--- config.mk ---
export PLATFORM = sky130hd
export DESIGN_NAME = scan_decoder_flat
export DESIGN_NICKNAME = d
export VERILOG_FILES = /design/src/rtl/scan_decoder_pkg.sv /design/src/rtl/scan_decoder_if.sv /design/src/rtl/scan_decoder_onehot_dec.sv /design/src/rtl/scan_decoder.sv /design/src/flat_wrapper.sv
export SDC_FILE = /design/constraint.sdc
export NUM_CORES = 1
export LEC_CHECK = 0
export BUFFER_PORTS_ARGS = -buffer_cell sky130_fd_sc_hd__buf_2
export CORE_MARGIN = 8
export CORE_UTILIZATION = 35
export DETAILED_ROUTE_END_ITERATION = 6
export GPL_TIMING_DRIVEN = 0
export PLACE_DENSITY_LB_ADDON = 0.08
export SLEW_MARGIN = 20
export SYNTH_ARGS = -nofsm -noshare
export SYNTH_HDL_FRONTEND = slang
export SYNTH_SLANG_ARGS = --single-unit
--- constraint.sdc ---
create_clock -name clk -period 4.45 [get_ports clk]
set_input_delay 0.445 -clock clk [delete_from_list [all_inputs] [get_ports clk]]
set_output_delay 0.445 -clock clk [all_outputs]
set_load 0.05 [all_outputs]
--- src/rtl/scan_decoder_pkg.sv ---
// Shared definitions for the scan decoder: state encoding and a generic one-hot helper.
// The helper returns a fixed-width vector; callers keep the low 2**n positions.
package scan_dec_pkg;

  localparam logic [1:0] ST_IDLE   = 2'd0;
  localparam logic [1:0] ST_DIRECT = 2'd1;
  localparam logic [1:0] ST_SCAN   = 2'd2;

  typedef enum logic [1:0] {
    S_IDLE   = ST_IDLE,
    S_DIRECT = ST_DIRECT,
    S_SCAN   = ST_SCAN
  } state_e;

  // Largest select width the helper supports.
  localparam int MAX_N    = 6;
  localparam int ONEHOT_W = 2 ** MAX_N;

  function automatic logic [0:ONEHOT_W-1] onehot(input logic [MAX_N-1:0] idx, input int n);
    logic [0:ONEHOT_W-1] r;
    r = '0;
    for (int i = 0; i < ONEHOT_W; i++) begin
      if (i < (1 << n) && idx == MAX_N'(i)) r[i] = 1'b1;
    end
    return r;
  endfunction

endpackage

--- src/rtl/scan_decoder_if.sv ---
// Control/status bundle of the scan decoder.
// load is accepted on a rising clock edge when load && ready; there is no backpressure on outputs.
interface scan_decoder_if #(
  parameter int N = 4
);
  logic              En;
  logic              Mode;
  logic [N-1:0]      W;
  logic [N:0]        Len;
  logic              load;
  logic              ready;
  logic [0:2**N-1]   Y;
  logic [N-1:0]      idx;
  logic              wrap;
  logic              done;
  logic [1:0]        dbg_state;

  modport master (
    output En, Mode, W, Len, load,
    input  ready, Y, idx, wrap, done, dbg_state
  );

  modport slave (
    input  En, Mode, W, Len, load,
    output ready, Y, idx, wrap, done, dbg_state
  );
endinterface

--- src/rtl/scan_decoder_onehot_dec.sv ---
// Combinational N-to-2**N one-hot decoder with enable, built on the package helper.
module onehot_dec
  import scan_dec_pkg::*;
#(
  parameter int N = 4
) (
  input  logic            en,
  input  logic [N-1:0]    sel,
  output logic [0:2**N-1] y
);
  localparam int OUTS = 2 ** N;

  logic [0:ONEHOT_W-1] full;
  logic                spare_clear;

  assign full = onehot(MAX_N'(sel), N);

  // Positions above OUTS can never be set for an N-bit select; folding them in
  // keeps every helper bit observed and costs nothing after optimisation.
  if (OUTS < ONEHOT_W) begin : g_spare
    assign spare_clear = ~|full[OUTS:ONEHOT_W-1];
  end else begin : g_full
    assign spare_clear = 1'b1;
  end

  assign y = (en && spare_clear) ? full[0:OUTS-1] : '0;

endmodule

--- src/rtl/scan_decoder.sv ---
// Registered one-hot decoder with DIRECT decode and an auto-stepping SCAN burst mode.
// FSM, hold counter and remaining-step counter live here; the decoder feeds the Y register.
module scan_decoder
  import scan_dec_pkg::*;
#(
  parameter int N    = 4,
  parameter int HOLD = 4
) (
  input  logic           clk,
  input  logic           rst_n,
  scan_decoder_if.slave  bus
);
  localparam int              OUTS      = 2 ** N;
  localparam int              HW        = (HOLD > 1) ? $clog2(HOLD) : 1;
  localparam logic [HW-1:0]   HOLD_LAST = HW'(HOLD - 1);
  localparam logic [N:0]      REM_ONE   = 1;

  state_e          state_q, state_d;
  logic [0:OUTS-1] y_q, y_d;
  logic [N-1:0]    idx_q, idx_d;
  logic [N:0]      rem_q, rem_d;
  logic [HW-1:0]   hold_q, hold_d;
  logic            wrap_q, wrap_d;
  logic            done_q, done_d;

  logic            dec_en;
  logic [N-1:0]    dec_sel;
  logic            step_end;
  logic [N-1:0]    idx_nxt;

  onehot_dec #(.N(N)) u_dec (
    .en  (dec_en),
    .sel (dec_sel),
    .y   (y_d)
  );

  always_comb begin
    state_d  = state_q;
    idx_d    = idx_q;
    rem_d    = rem_q;
    hold_d   = hold_q;
    wrap_d   = 1'b0;
    done_d   = 1'b0;
    dec_en   = 1'b0;
    dec_sel  = idx_q;
    step_end = (hold_q == HOLD_LAST);
    idx_nxt  = idx_q + 1'b1;

    if (!bus.En) begin
      state_d = S_IDLE;
      idx_d   = '0;
      rem_d   = '0;
      hold_d  = '0;
    end else begin
      unique case (state_q)
        S_IDLE: begin
          if (!bus.Mode) begin
            state_d = S_DIRECT;
            idx_d   = bus.W;
            dec_sel = bus.W;
            dec_en  = 1'b1;
          end else if (bus.load) begin
            state_d = S_SCAN;
            idx_d   = bus.W;
            dec_sel = bus.W;
            dec_en  = 1'b1;
            rem_d   = bus.Len;
            hold_d  = '0;
          end else begin
            idx_d = '0;
          end
        end

        S_DIRECT: begin
          if (bus.Mode) begin
            state_d = S_IDLE;
            idx_d   = '0;
          end else begin
            idx_d   = bus.W;
            dec_sel = bus.W;
            dec_en  = 1'b1;
          end
        end

        S_SCAN: begin
          if (!step_end) begin
            hold_d = hold_q + 1'b1;
            dec_en = 1'b1;
          end else begin
            hold_d = '0;
            // rem of zero marks a continuous scan and is never decremented.
            if (rem_q == REM_ONE) begin
              state_d = S_IDLE;
              idx_d   = '0;
              rem_d   = '0;
              done_d  = 1'b1;
            end else begin
              idx_d   = idx_nxt;
              dec_sel = idx_nxt;
              dec_en  = 1'b1;
              wrap_d  = &idx_q;
              if (rem_q != '0) rem_d = rem_q - 1'b1;
            end
          end
        end

        default: begin
          state_d = S_IDLE;
          idx_d   = '0;
        end
      endcase
    end
  end

  always_ff @(posedge clk or negedge rst_n) begin
    if (!rst_n) begin
      state_q <= S_IDLE;
      y_q     <= '0;
      idx_q   <= '0;
      rem_q   <= '0;
      hold_q  <= '0;
      wrap_q  <= 1'b0;
      done_q  <= 1'b0;
    end else begin
      state_q <= state_d;
      y_q     <= y_d;
      idx_q   <= idx_d;
      rem_q   <= rem_d;
      hold_q  <= hold_d;
      wrap_q  <= wrap_d;
      done_q  <= done_d;
    end
  end

  assign bus.Y         = y_q;
  assign bus.idx       = idx_q;
  assign bus.wrap      = wrap_q;
  assign bus.done      = done_q;
  assign bus.ready     = (state_q != S_SCAN);
  assign bus.dbg_state = state_q;

endmodule

--- src/flat_wrapper.sv ---
// flat-port wrapper written by rule: the top's interface ports become plain ports
module scan_decoder_flat import scan_dec_pkg::*;
#(
  parameter int N    = 4,
  parameter int HOLD = 4
)
  (clk, rst_n, bus_En, bus_Mode, bus_W, bus_Len, bus_load, bus_ready, bus_Y, bus_idx, bus_wrap, bus_done, bus_dbg_state);
  scan_decoder_if #(.N(N)) bus_i ();
  input  logic clk;
  input  logic rst_n;
  input wire logic [$bits(bus_i.En)-1:0] bus_En;
  input wire logic [$bits(bus_i.Mode)-1:0] bus_Mode;
  input wire logic [$bits(bus_i.W)-1:0] bus_W;
  input wire logic [$bits(bus_i.Len)-1:0] bus_Len;
  input wire logic [$bits(bus_i.load)-1:0] bus_load;
  output wire logic [$bits(bus_i.ready)-1:0] bus_ready;
  output wire logic [$bits(bus_i.Y)-1:0] bus_Y;
  output wire logic [$bits(bus_i.idx)-1:0] bus_idx;
  output wire logic [$bits(bus_i.wrap)-1:0] bus_wrap;
  output wire logic [$bits(bus_i.done)-1:0] bus_done;
  output wire logic [$bits(bus_i.dbg_state)-1:0] bus_dbg_state;
  assign bus_i.En = bus_En;
  assign bus_i.Mode = bus_Mode;
  assign bus_i.W = bus_W;
  assign bus_i.Len = bus_Len;
  assign bus_i.load = bus_load;
  assign bus_ready = bus_i.ready;
  assign bus_Y = bus_i.Y;
  assign bus_idx = bus_i.idx;
  assign bus_wrap = bus_i.wrap;
  assign bus_done = bus_i.done;
  assign bus_dbg_state = bus_i.dbg_state;
  scan_decoder #(.N(N), .HOLD(HOLD)) u_core (.clk(clk), .rst_n(rst_n), .bus(bus_i));
endmodule
; ---- Word level (Yosys, flattened, before mapping)
; Index checks and enable logic that the tools add are counted.
[word_totals]
reg_bits = 31
out_inout_bits = 25
[op_classes]
add_sub_neg = 3
eq_ne = 28
mux = 65
reduce_logical = 7
[ops]
columns = cell, n
row1 = $mux W4, 12
row2 = $eq A4 B4 Y1 const B, 8
row3 = $mux W1, 30
row4 = $mux W5, 6
row5 = $pmux W4 S3, 2
row6 = $mux W2, 10
row7 = $eq A4 B3 Y1 const B, 4
row8 = $mux W16, 1
row9 = $pmux W5 S2, 1
row10 = $ne A3 B3 Y1 const B, 3
row11 = $eq A4 B2 Y1 const B, 2
row12 = $reduce_and A4 Y1, 2
row13 = $ne A3 B2 Y1 const B, 2
row14 = $pmux W2 S3, 1
row15 = $eq A5 B1 Y1 const B, 1
row16 = $reduce_and A5 Y1, 1
row17 = $reduce_bool A5 Y1, 1
row18 = $sub A5 B1 Y5 const B, 1
row19 = $add A4 B1 Y4 const B, 1
row20 = $eq A2 B2 Y1 const B, 2
row21 = $eq A4 B1 Y1 const B, 1
row22 = $logic_not A4 Y1, 1
row23 = $ne A4 B2 Y1 const B, 1
row24 = $ne A4 B4 Y1 const B, 1
row25 = 8 further kinds, 8

; ---- Depth between registers and ports, before layout
; Gate-level depths: netlist of the first run.
[logic_depth]
word_depth = 8
mapped_depth = 9
depth_no_buf = 9

; ---- By module
; Synthesis of the first run repeated with hierarchy kept, for this count alone.
[unflattened]
hier_cells = 153
hier_area_um2 = 1560.2
[by_module_without_submodules]
columns = module, instances, cells_each, area_per_inst_um2, seq_area_each_um2
row1 = scan_decoder, 1, 130, 1442.6, 775.7
row2 = onehot_dec, 1, 23, 117.6, 0.0

; ---- Worst setup path after synthesis of the first run
; No wires, ideal clock.
[synth_path]
path_type = register to register
from = register u_core.rem_q[1]
to = register u_core.y_q (netlist bit u_core.bus.Y[1])
setup_time_ps = 101
arrival_ps = 2130
t_required_ps = 4349
slack_ps = 2219
path_stages_with_launch = 10
synth_period_minus_slack_ps = 2231
cell_sequence = dfrtp_1 -> inv_1 -> ha_1 -> nor4b_4 -> inv_4 -> ha_1 -> nor3_1 -> a311o_1 -> nand3_1 -> nor4_1
[synth_via]
elab_chain_len = 8
[synth_lines]
columns = item, line_no
row1 = from (decl), scan_decoder.sv:21  ; logic [N:0] rem_q, rem_d;
row2 = from (signal assigned), scan_decoder.sv:128  ; rem_q <= rem_d;
row3 = $eq A5 B1 Y1 (*), scan_decoder.sv:92  ; if (rem_q == REM_ONE) begin
row4 = $mux W4, scan_decoder.sv:92
row5 = $mux W4, scan_decoder.sv:86  ; if (!step_end) begin
row6 = $pmux W4 S3, scan_decoder.sv:55  ; unique case (state_q)
row7 = $mux W4, scan_decoder.sv:49  ; if (!bus.En) begin
row8 = $eq A4 B1 Y1, scan_decoder_pkg.sv:23  ; if (i < (1 << n) && idx == MAX_N'(i)) r[i] = 1'b1;
row9 = $mux W1, scan_decoder_pkg.sv:23
row10 = $mux W16 (*), scan_decoder_onehot_dec.sv:26  ; assign y = (en && spare_clear) ? full[0:OUTS-1] : '0;
row11 = "named net u_core.u_dec.y, one bit", scan_decoder_onehot_dec.sv:9  ; output logic [0:2**N-1] y
row12 = to (signal assigned), scan_decoder.sv:126  ; y_q <= y_d;
row13 = to (decl), scan_decoder.sv:19  ; logic [0:OUTS-1] y_q, y_d;
; The timed path passes the listed nets; every way through them passes the cells marked *.
; A chain may end at the register's enable or synchronous reset.

; ---- Final worst setup path of the first run
[layout_path]
from = register u_core.rem_q[1]
to = register u_core.y_q (netlist bit u_core.bus.Y[3])
[layout_via]
elab_chain_len = 8
[layout_lines]
columns = item, line_no
row1 = $eq A5 B1 Y1 (*), scan_decoder.sv:92
row2 = $mux W4, scan_decoder.sv:92
row3 = $mux W4, scan_decoder.sv:86
row4 = $pmux W4 S3, scan_decoder.sv:55
row5 = $mux W4, scan_decoder.sv:49
row6 = $eq A4 B2 Y1, scan_decoder_pkg.sv:23
row7 = $mux W1, scan_decoder_pkg.sv:23
row8 = $mux W16 (*), scan_decoder_onehot_dec.sv:26
row9 = "named net u_core.u_dec.y, one bit", scan_decoder_onehot_dec.sv:9
; Marked as above.

==> results of run 1 <==
## cell usage in the layout, fill, tap and decap left out, types with 3 or more instances in the layout
master	netlist	layout
o21ai_0	9	9
nor4_1	7	7
ha_1	6	6
a21oi_1	13	13
clkbuf_8	0	5
dfrtp_1	31	31
a31oi_1	3	3
inv_1	8	8
nor2b_1	3	3
nand3_1	8	8
nand2_1	11	11
nor3_1	16	16
buf_2	3	40
nor2_1	16	16
## cell type report
| class | instances | area, um^2 |
|---|---|---|
| tap | 54 | 67.56 |
| sequential | 31 | 775.7 |
| fill | 482 | 2666 |
| buffer | 6 | 35.03 |
| inverter | 9 | 36.28 |
| multi-input combinational | 134 | 837.1 |
| clock buffer | 5 | 68.82 |
| clock inverter | 3 | 20.02 |
| timing repair buffer | 37 | 185.2 |
## sequential cells by signal, indices dropped and copies added, names as in the netlist
register and count:
u_core.bus.Y 16, u_core.rem_q 5, u_core.bus.idx 4, u_core.bus.dbg_state 2, u_core.hold_q 2, u_core.bus.done 1
u_core.bus.wrap 1
## final timing paths
| check | end | depth (start not counted) | start |
|---|---|---|---|
| worst max-delay path | u_core.bus.Y[3] | 9 | u_core.rem_q[1] |
| worst max register to register | u_core.bus.Y[3] | 9 | u_core.rem_q[1] |
| worst min register to register | u_core.hold_q[0] | 1 | u_core.hold_q[0] |
| worst min-delay path | u_core.bus.Y[2] | 1 | rst_n |
| max in group asynchronous | u_core.rem_q[1] | 1 | rst_n |
| min in group clk | u_core.rem_q[2] | 3 | bus_Len[2] |
## metrics by stage
| stage | setup WS, ns | hold WS (ns) | std cells | utilization |
|---|---|---|---|---|
| 2_1_floorplan | 2.219 | 0.1494 | 180 | - |
| 3_3_place_gp | 1.826 | 0.4803 | 271 | 0.4128 |
| 3_5_place_dp | 1.776 | 0.4900 | 271 | 0.4128 |
| 4_1_cts | 1.758 | 0.2243 | 279 | 0.4317 |
| 5_1_grt | 1.538 | 0.2596 | 279 | 0.4317 |
| 6_report | 1.755 | 0.1988 | 279 | 0.4317 |
## report_power, final
| part | switching (uW) | internal (uW) |
|---|---|---|
| Sequential | 14.6 | 294 |
| Combinational | 94.2 | 45.3 |
| Clock | 111 | 109 |
## metal layers
layer	GRT usage	up-vias	wire, um
met5	0	-	0
met4	0.04299	0	49
met3	0.04247	6	281
met2	0.2024	45	2013
met1	0.1646	730	2082
li1	-	750	-
## logic make-up (layout without fill, tap and decap cells)
kind of cell               Yosys count  after routing  share of synthesized area
DFF                                 31             31                     0.4606
xor gates and xnor gates             1              1                   0.005202
adders and majority gates            6              6                    0.04458
AOI/OAI and AO/OA                   45             45                     0.1731
and+or+nand+nor                     81             81                     0.2682
buffers and inverters               15             60                    0.04234
muxes                                1              1                   0.005944
==> flow_summary.json, run 1 <==
{
  "status": "complete, no violations",
  "critPathKind": "reg -> reg",
  "fp.dieW_um": 85.37,
  "crit_path_end_kind": "register",
  "min_path_type": "in -> async",
  "synth-edff-count": 0,
  "critical_path_peak_fanout": 8,
  "clk_latency_ns": 0.28,
  "start_util": 0.3589,
  "synth.most_common_cell": "dfrtp_1",
  "cts_root_buffer": "clkbuf_8",
  "netlist-cell-type-count": 51,
  "synth.top_cell.area_share": 0.4606,
  "slew_viol_final": 0,
  "drc_errors": 0,
  "routed_via_density": 5.487,
  "stdcell_area_mm2": 0.002026,
  "cap_violations": 0,
  "grt_pass1_wl_um": 7576,
  "track_usage": 0.1300,
  "yosysSeqAreaShare": 0.4606,
  "skew_ns": 0.007121,
  "cp.buffers_inverters": 2,
  "post-route-min-period_ns": 2.695,
  "drt_iter0_markers": 36,
  "final.setup.tns_ns": 0,
  "worstMarginPinSlew_ns": 0.7674,
  "fin_nets": 244,
  "synth.top_cells.by_area": "dfrtp_1 (46%), nor3_1 (4.8%), ha_1 (4.5%)",
  "peakVddDrop_mv": 0.09458,
  "worstPathCellList": "inv_1, ha_1, nor4b_4, inv_4, ha_1, nor3_1, a311o_1, nand3_1, nor4_1",
  "async_reset_ff_frac": 1.000,
  "antenna_found_initial": 0,
  "die_y_um": 85.37,
  "antennaDiodeCount": 0,
  "setup_viol": 0,
  "grt_pass1_vias": 1563,
  "syn2layout_area_growth_pct": 20.28,
  "cts_tree": "built",
  "rsz0062_at_grt": "false",
  "max_slew_margin": 0.4853,
  "cts_sinks": 31,
  "worst_path_max_delay_cell": "nor4b_4",
  "detail-route-antenna-nets": 0,
  "ys_top_cells_by_count": "dfrtp_1 (31), nor2_1 (16), nor3_1 (16)",
  "io_pins": 39,
  "post-dp-hpwl_um": 3378,
  "cts_hold_buf": 0,
  "ys_seq_elements": 31,
  "r2r_slack_ns": 1.76,
  "port_buffers": 37,
  "max_freq_mhz": 371.1,
  "synth_ff_type": "dfrtp_1",
  "dr.pass1.iters": 4,
  "post_cts_buffers": 0,
  "place_congestion": 0.8988,
  "grt_max_degree": 32,
  "cpMostUsedCell": "ha_1",
  "crit_family": "simple AND/OR/NAND/NOR gates",
  "startpoint_type": "register",
  "hold_violations": 0,
  "drive_gt1_frac": 0.2578,
  "power_density_mw_per_mm2": 329.3,
  "p_leak_uw": 0.0009964,
  "cts_made_buffers": 5,
  "period_share": 0.6055,
  "place_area_mm2": 0.001937,
  "vias": 1531,
  "post_cts_resized": 0,
  "yosys.area.top_type": "dfrtp_1",
  "syn_avg_cell_area_um2": 9.356,
  "critPathMaxStageDelay_ns": 0.53,
  "syn_inst": 180,
  "wl_per_cell_um": 15.87,
  "cts_buffer_depth": 2,
  "rows": 25,
  "total_power_uw": 667.1,
  "ctsHtreeMaxLevel": 2,
  "clk_pin_slew_ns": 0.07,
  "die-area_mm2": 0.007287,
  "synth_nets": 200,
  "drt-total-wl_um": 4427,
  "crit_required_ns": 4.63,
  "syn-cell-area_mm2": 0.001684,
  "crit_arrival_ns": 2.88,
  "core_mm2": 0.004692,
  "yosys_warnings": 0,
  "grt_overflow": 0
}
Note: power is estimated with default switching activity, not from simulation.
==> inputs of run 2 (changes only) <==
Clock period 4.45 ns to 2.5 ns, I/O delays scaled along.
==> flow_summary.json, run 2 (synthesis gave the netlist of run 1 again) <==
{
  "start_util": 0.3589,
  "worstMarginPinSlew_ns": 0.7563,
  "p_leak_uw": 0.001007,
  "detail-route-antenna-nets": 0,
  "rsz0062_at_grt": "true",
  "place_congestion": 0.8988,
  "total_power_uw": 1194,
  "critical_path_peak_fanout": 6,
  "clk_pin_slew_ns": 0.07,
  "cpMostUsedCell": "ha_1",
  "status": "complete, no violations",
  "ctsHtreeMaxLevel": 2,
  "startpoint_type": "register",
  "track_usage": 0.1318,
  "cts_root_buffer": "clkbuf_8",
  "grt_pass1_vias": 1569,
  "regArea_um2": 775.7,
  "rr_worst_depth": 9,
  "power_density_mw_per_mm2": 584.9,
  "dr.pass1.iters": 4,
  "max_freq_mhz": 404.9,
  "cts_made_buffers": 5,
  "clk_latency_ns": 0.28,
  "wl_met1_um": 2094,
  "fin_nets": 246,
  "crit_arrival_ns": 2.65,
  "largest_reg_flops": 16,
  "syn2layout_area_growth_pct": 21.17,
  "cts_tree": "built",
  "cts_sinks": 31,
  "place_area_mm2": 0.001937,
  "peakVddDrop_mv": 0.1681,
  "hold_violations": 0,
  "setup_viol": 0,
  "fp.dieW_um": 85.37,
  "period_share": 0.9880,
  "rows": 25,
  "die_y_um": 85.37,
  "grt_max_degree": 32,
  "dp_cells": 271,
  "skew_ns": 0.006544,
  "max_slew_margin": 0.4927,
  "grt_pass1_wl_um": 7652,
  "post_cts_resized": 0,
  "grt_overflow": 0,
  "wl_met3_um": 310,
  "cts_buffer_depth": 2,
  "post-dp-hpwl_um": 3378,
  "drive_gt1_frac": 0.2643,
  "routed_via_density": 5.480,
  "die-area_mm2": 0.007287,
  "wl_per_cell_um": 16.02,
  "wl_met2_um": 2047,
  "drt-total-wl_um": 4501,
  "final_cells": 281,
  "io_pins": 39,
  "worstPathCellList": "inv_1, ha_1, nor4b_4, inv_4, ha_1, nor3_1, a311o_1, nand3_1, nor4_1",
  "multiInputGateArea_um2": 837.1,
  "slew_viol_final": 0,
  "post-route-min-period_ns": 2.470,
  "final.setup.tns_ns": 0,
  "drc_errors": 0,
  "crit_path_end_kind": "register",
  "antennaDiodeCount": 0,
  "crit_family": "simple AND/OR/NAND/NOR gates",
  "crit_required_ns": 2.68,
  "critPathKind": "reg -> reg",
  "stdcell_area_mm2": 0.002041,
  "drt_iter0_markers": 90,
  "core_mm2": 0.004692,
  "cap_violations": 0,
  "fill_cells": 483,
  "final_common_cell": "buf_2",
  "antenna_found_initial": 0,
  "critPathMaxStageDelay_ns": 0.40,
  "min_path_type": "in -> async",
  "vias": 1540,
  "port_buffers": 37,
  "path_depth": 9,
  "topRoutingLayerUsed": "met4",
  "cp.buffers_inverters": 2,
  "worst_path_max_delay_cell": "dfrtp_1",
  "final_cell_mix": "buf_2 (40), dfrtp_1 (31), nor2_1 (16), nor3_1 (16), a21oi_1 (13)"
}
-- run 2: cell count changes in the layout (fill, tap and decap cells not counted), sizes merged --
cell  delta
buf      +2
-- run 2: path summary, 6_finish.rpt --
kind                            slack (ns)             start               end
worst max-delay path                  0.03   u_core.rem_q[1]   u_core.bus.Y[3]
worst min-delay path                 0.008             rst_n   u_core.bus.Y[2]
worst max register to register        0.03   u_core.rem_q[1]   u_core.bus.Y[3]
worst min register to register        0.49  u_core.hold_q[0]  u_core.hold_q[0]
max in group asynchronous             2.04             rst_n   u_core.rem_q[1]
min in group clk                      0.23        bus_Len[2]   u_core.rem_q[2]
-- run 2: timing repair --
item,CTS,global route
buffers inserted,1,1
hold buffers,0,0
setup endpoints to repair,16,14
cloned,0,0
-- run 2: metrics by stage --
stage,util,setup WS (ns),hold WS [ns]
after floorplan,-,0.2690,-0.04559
after global placement,0.4128,-0.1240,0.3274
after detailed placement,0.4128,-0.1745,0.3451
after CTS,0.4333,0.04214,0.02926
after global routing,0.4349,-0.1656,0.06456
final,0.4349,0.02996,0.008205
-- run 2: layout make-up --
class,instances,share of cell area
Multi-Input combinational cell,134,0.4102
Clock buffer,5,0.03372
Clock inverter,3,0.009810
Timing Repair Buffer,39,0.09810
Buffer,6,0.01717
Sequential cell,31,0.3801
Inverter,9,0.01778
Tap cell,54,0.03311
-- run 2: power by group --
group | switching (uW) | internal [uW] | total, uW | leakage (uW)
clock network | 198 | 193 | 391 | 0.0000402
logic | 170 | 84.3 | 254 | 0.000543
registers | 26.0 | 523 | 549 | 0.000424
-- run 2: routing by layer --
metal | up-vias | track usage
li1 | 754 | -
met1 | 725 | 0.1691
met2 | 55 | 0.2031
met3 | 6 | 0.04247
met4 | 0 | 0.04299
met5 | - | 0
==> inputs of run 3 (changes only) <==
Settings changed: SYNTH_HIERARCHICAL set to 1, TNS_END_PERCENT set to 30.
==> flow_summary.json, run 3 <==
{
  "crit_path_end_kind": "register",
  "p_int_uw": 804.5,
  "min_path_type": "in -> async",
  "final.setup.tns_ns": 0,
  "fin_nets": 220,
  "netlist-cell-type-count": 39,
  "wl_per_cell_um": 15.38,
  "max_slew_margin": 0.5507,
  "drive_gt1_frac": 0.2637,
  "rr_worst_depth": 10,
  "muxShareOfSynthArea": 0.01363,
  "clk_pin_slew_ns": 0.06,
  "topRoutingLayerUsed": "met4",
  "grt_max_degree": 32,
  "vias": 1298,
  "cts_tree": "built",
  "ys_seq_elements": 31,
  "synthAdderAreaFrac": 0.04812,
  "period_share": 0.9315,
  "peakVddDrop_mv": 0.2752,
  "core_mm2": 0.004324,
  "clock_power_share": 0.314,
  "startpoint_type": "register",
  "cts_root_buffer": "clkbuf_8",
  "antenna_found_initial": 0,
  "critPathKind": "reg -> reg",
  "routed_via_density": 5.130,
  "ys_top_cells_by_count": "dfrtp_1 (31), nor2_1 (19), nand2_1 (12)",
  "setup_viol": 0,
  "total_power_uw": 1159,
  "synth-edff-count": 0,
  "post-dp-hpwl_um": 2952,
  "detail-route-antenna-nets": 0,
  "grt_pass1_vias": 1293,
  "synth.top_cells.by_area": "dfrtp_1 (50%), ha_1 (4.8%), nor2_1 (4.6%)",
  "synth_compound_area_frac": 0.1644,
  "dr.pass1.iters": 4,
  "syn2layout_area_growth_pct": 22.53,
  "holdWs_ns": 0.007896,
  "syn_inst": 153,
  "yosys_warnings": 6,
  "hold_violations": 0,
  "antennaDiodeCount": 0,
  "max_freq_mhz": 429.4,
  "pwr-share-comb": 0.207,
  "crit_arrival_ns": 2.49,
  "place_ws_ns": 0.08694,
  "drt_iter0_markers": 53,
  "final_common_cell": "buf_2",
  "synth_top_family_by_area": "simple AND/OR/NAND/NOR gates",
  "cts_buffer_depth": 2,
  "yosysSeqAreaShare": 0.4972,
  "status": "complete, no violations",
  "power_density_mw_per_mm2": 606.0,
  "wl_met2_um": 1787,
  "place_congestion": 0.7785,
  "crit_required_ns": 2.66,
  "final_cell_mix": "buf_2 (39), dfrtp_1 (31), nor2_1 (19)",
  "post_cts_resized": 0,
  "cts_hold_buf": 0,
  "net-switching-power_uw": 354.1,
  "drt-total-wl_um": 3890,
  "slew_viol_final": 0,
  "wl_met3_um": 352,
  "yosys.area.top_type": "dfrtp_1",
  "power.share.sequential": 0.479,
  "post-route-min-period_ns": 2.329,
  "port_buffers": 38,
  "critical_path_peak_fanout": 7,
  "grt_pass1_wl_um": 6161,
  "die-area_mm2": 0.006850,
  "r2r-start": "u_core/rem_q[1]",
  "syn-cell-area_mm2": 0.001560,
  "cts_sinks": 31,
  "synth_xor_xnor_area_share": 0.01123,
  "critPathLaunch": "u_core/rem_q[1]",
  "cts_made_buffers": 5,
  "synth_ff_type": "dfrtp_1",
  "rows": 24,
  "syn_avg_cell_area_um2": 10.20,
  "wl_met1_um": 1701,
  "fin_ws_ns": 0.1714,
  "largest_reg_flops": 16,
  "io_pins": 39,
  "synth.most_common_cell": "dfrtp_1",
  "skew_ns": 0.001081,
  "cap_violations": 0,
  "track_usage": 0.1193,
  "rsz0062_at_grt": "false",
  "synth_nets": 173,
  "async_reset_ff_frac": 1.000,
  "grt_overflow": 0,
  "swShare": 0.3056,
  "post_cts_buffers": 0,
  "die_y_um": 82.77,
  "synthSimpleGateAreaFrac": 0.2334,
  "p_leak_uw": 0.0009439,
  "drc_errors": 0,
  "synth.top_cell.area_share": 0.4972,
  "start_util": 0.3608,
  "ctsHtreeMaxLevel": 2,
  "clk_latency_ns": 0.27,
  "worstMarginPinSlew_ns": 0.6740,
  "fp.dieW_um": 82.77
}
run 3: cell count changes in the layout (fill, tap and decap cells not counted), sizes merged, moves of 3 or more:
cell    change
nand3       -6
a21oi       -9
a32o        +5
nand3b      +3
and2        +4
nor4        -7
nor3        -8
nor2        +3
run 3: worst max-delay path, stage by stage, from the launching register on:
cell       delay, ns
dfrtp_1         0.41
inv_1           0.12
ha_1            0.18
nor4b_4         0.21
buf_4           0.19
inv_1           0.05
ha_1            0.26
o2bb2ai_1       0.15
a22o_1          0.33
nand2b_1        0.23
nor2_1          0.07
run 3: final timing paths:
path	to	slack, ns
worst max-delay path	u_core/bus.Y[2]	0.17
worst min-delay path	u_core/rem_q[4]	0.008
worst max register to register	u_core/bus.Y[2]	0.17
worst min register to register	u_core/hold_q[1]	0.50
max in group asynchronous	u_core/bus.idx[0]	2.06
min in group clk	u_core/bus.dbg_state[0]	0.19
run 3: final cells by class:
type | count | area (um^2)
clock inverter | 1 | 5.005
tap | 52 | 65.06
multi-input combinational | 111 | 734.5
clock buffer | 7 | 76.32
fill | 456 | 2412
buffer | 4 | 23.77
sequential | 31 | 775.7
timing repair buffer | 40 | 205.2
inverter | 7 | 26.28
run 3: power groups by stage:
stage	registers (uW)	clock network, uW	logic, uW
after floorplan	601	0	125
after global placement	563	0	233
after detailed placement	563	0	237
after CTS	554	384	238
after global routing	560	405	262
final	555	364	240
run 3: kinds of logic (layout without fill, tap and decap cells):
| family | after synthesis | count (layout) |
|---|---|---|
| AO/OA/AOI/OAI | 36 | 36 |
| XOR/XNOR | 2 | 2 |
| adder cells (fa/ha/maj) | 6 | 6 |
| buffers and inverters | 11 | 59 |
| flip-flops | 31 | 31 |
| multiplexers | 2 | 2 |
| AND/OR/NAND/NOR | 65 | 65 |
run 3: stage by stage:
stage	cell area, um^2	util	instances
detailed placement	1815	0.4199	243
finish	1912	0.4421	253
global placement	1815	0.4199	243
floorplan	1560	-	153
CTS	1897	0.4387	251
global route	1912	0.4421	253
run 3: layer usage:
| metal | vias up | GRT usage |
|---|---|---|
| met2 | 46 | 0.1834 |
| met5 | - | 0 |
| li1 | 647 | - |
| met3 | 4 | 0.03680 |
| met4 | 0 | 0.05172 |
| met1 | 601 | 0.1507 |
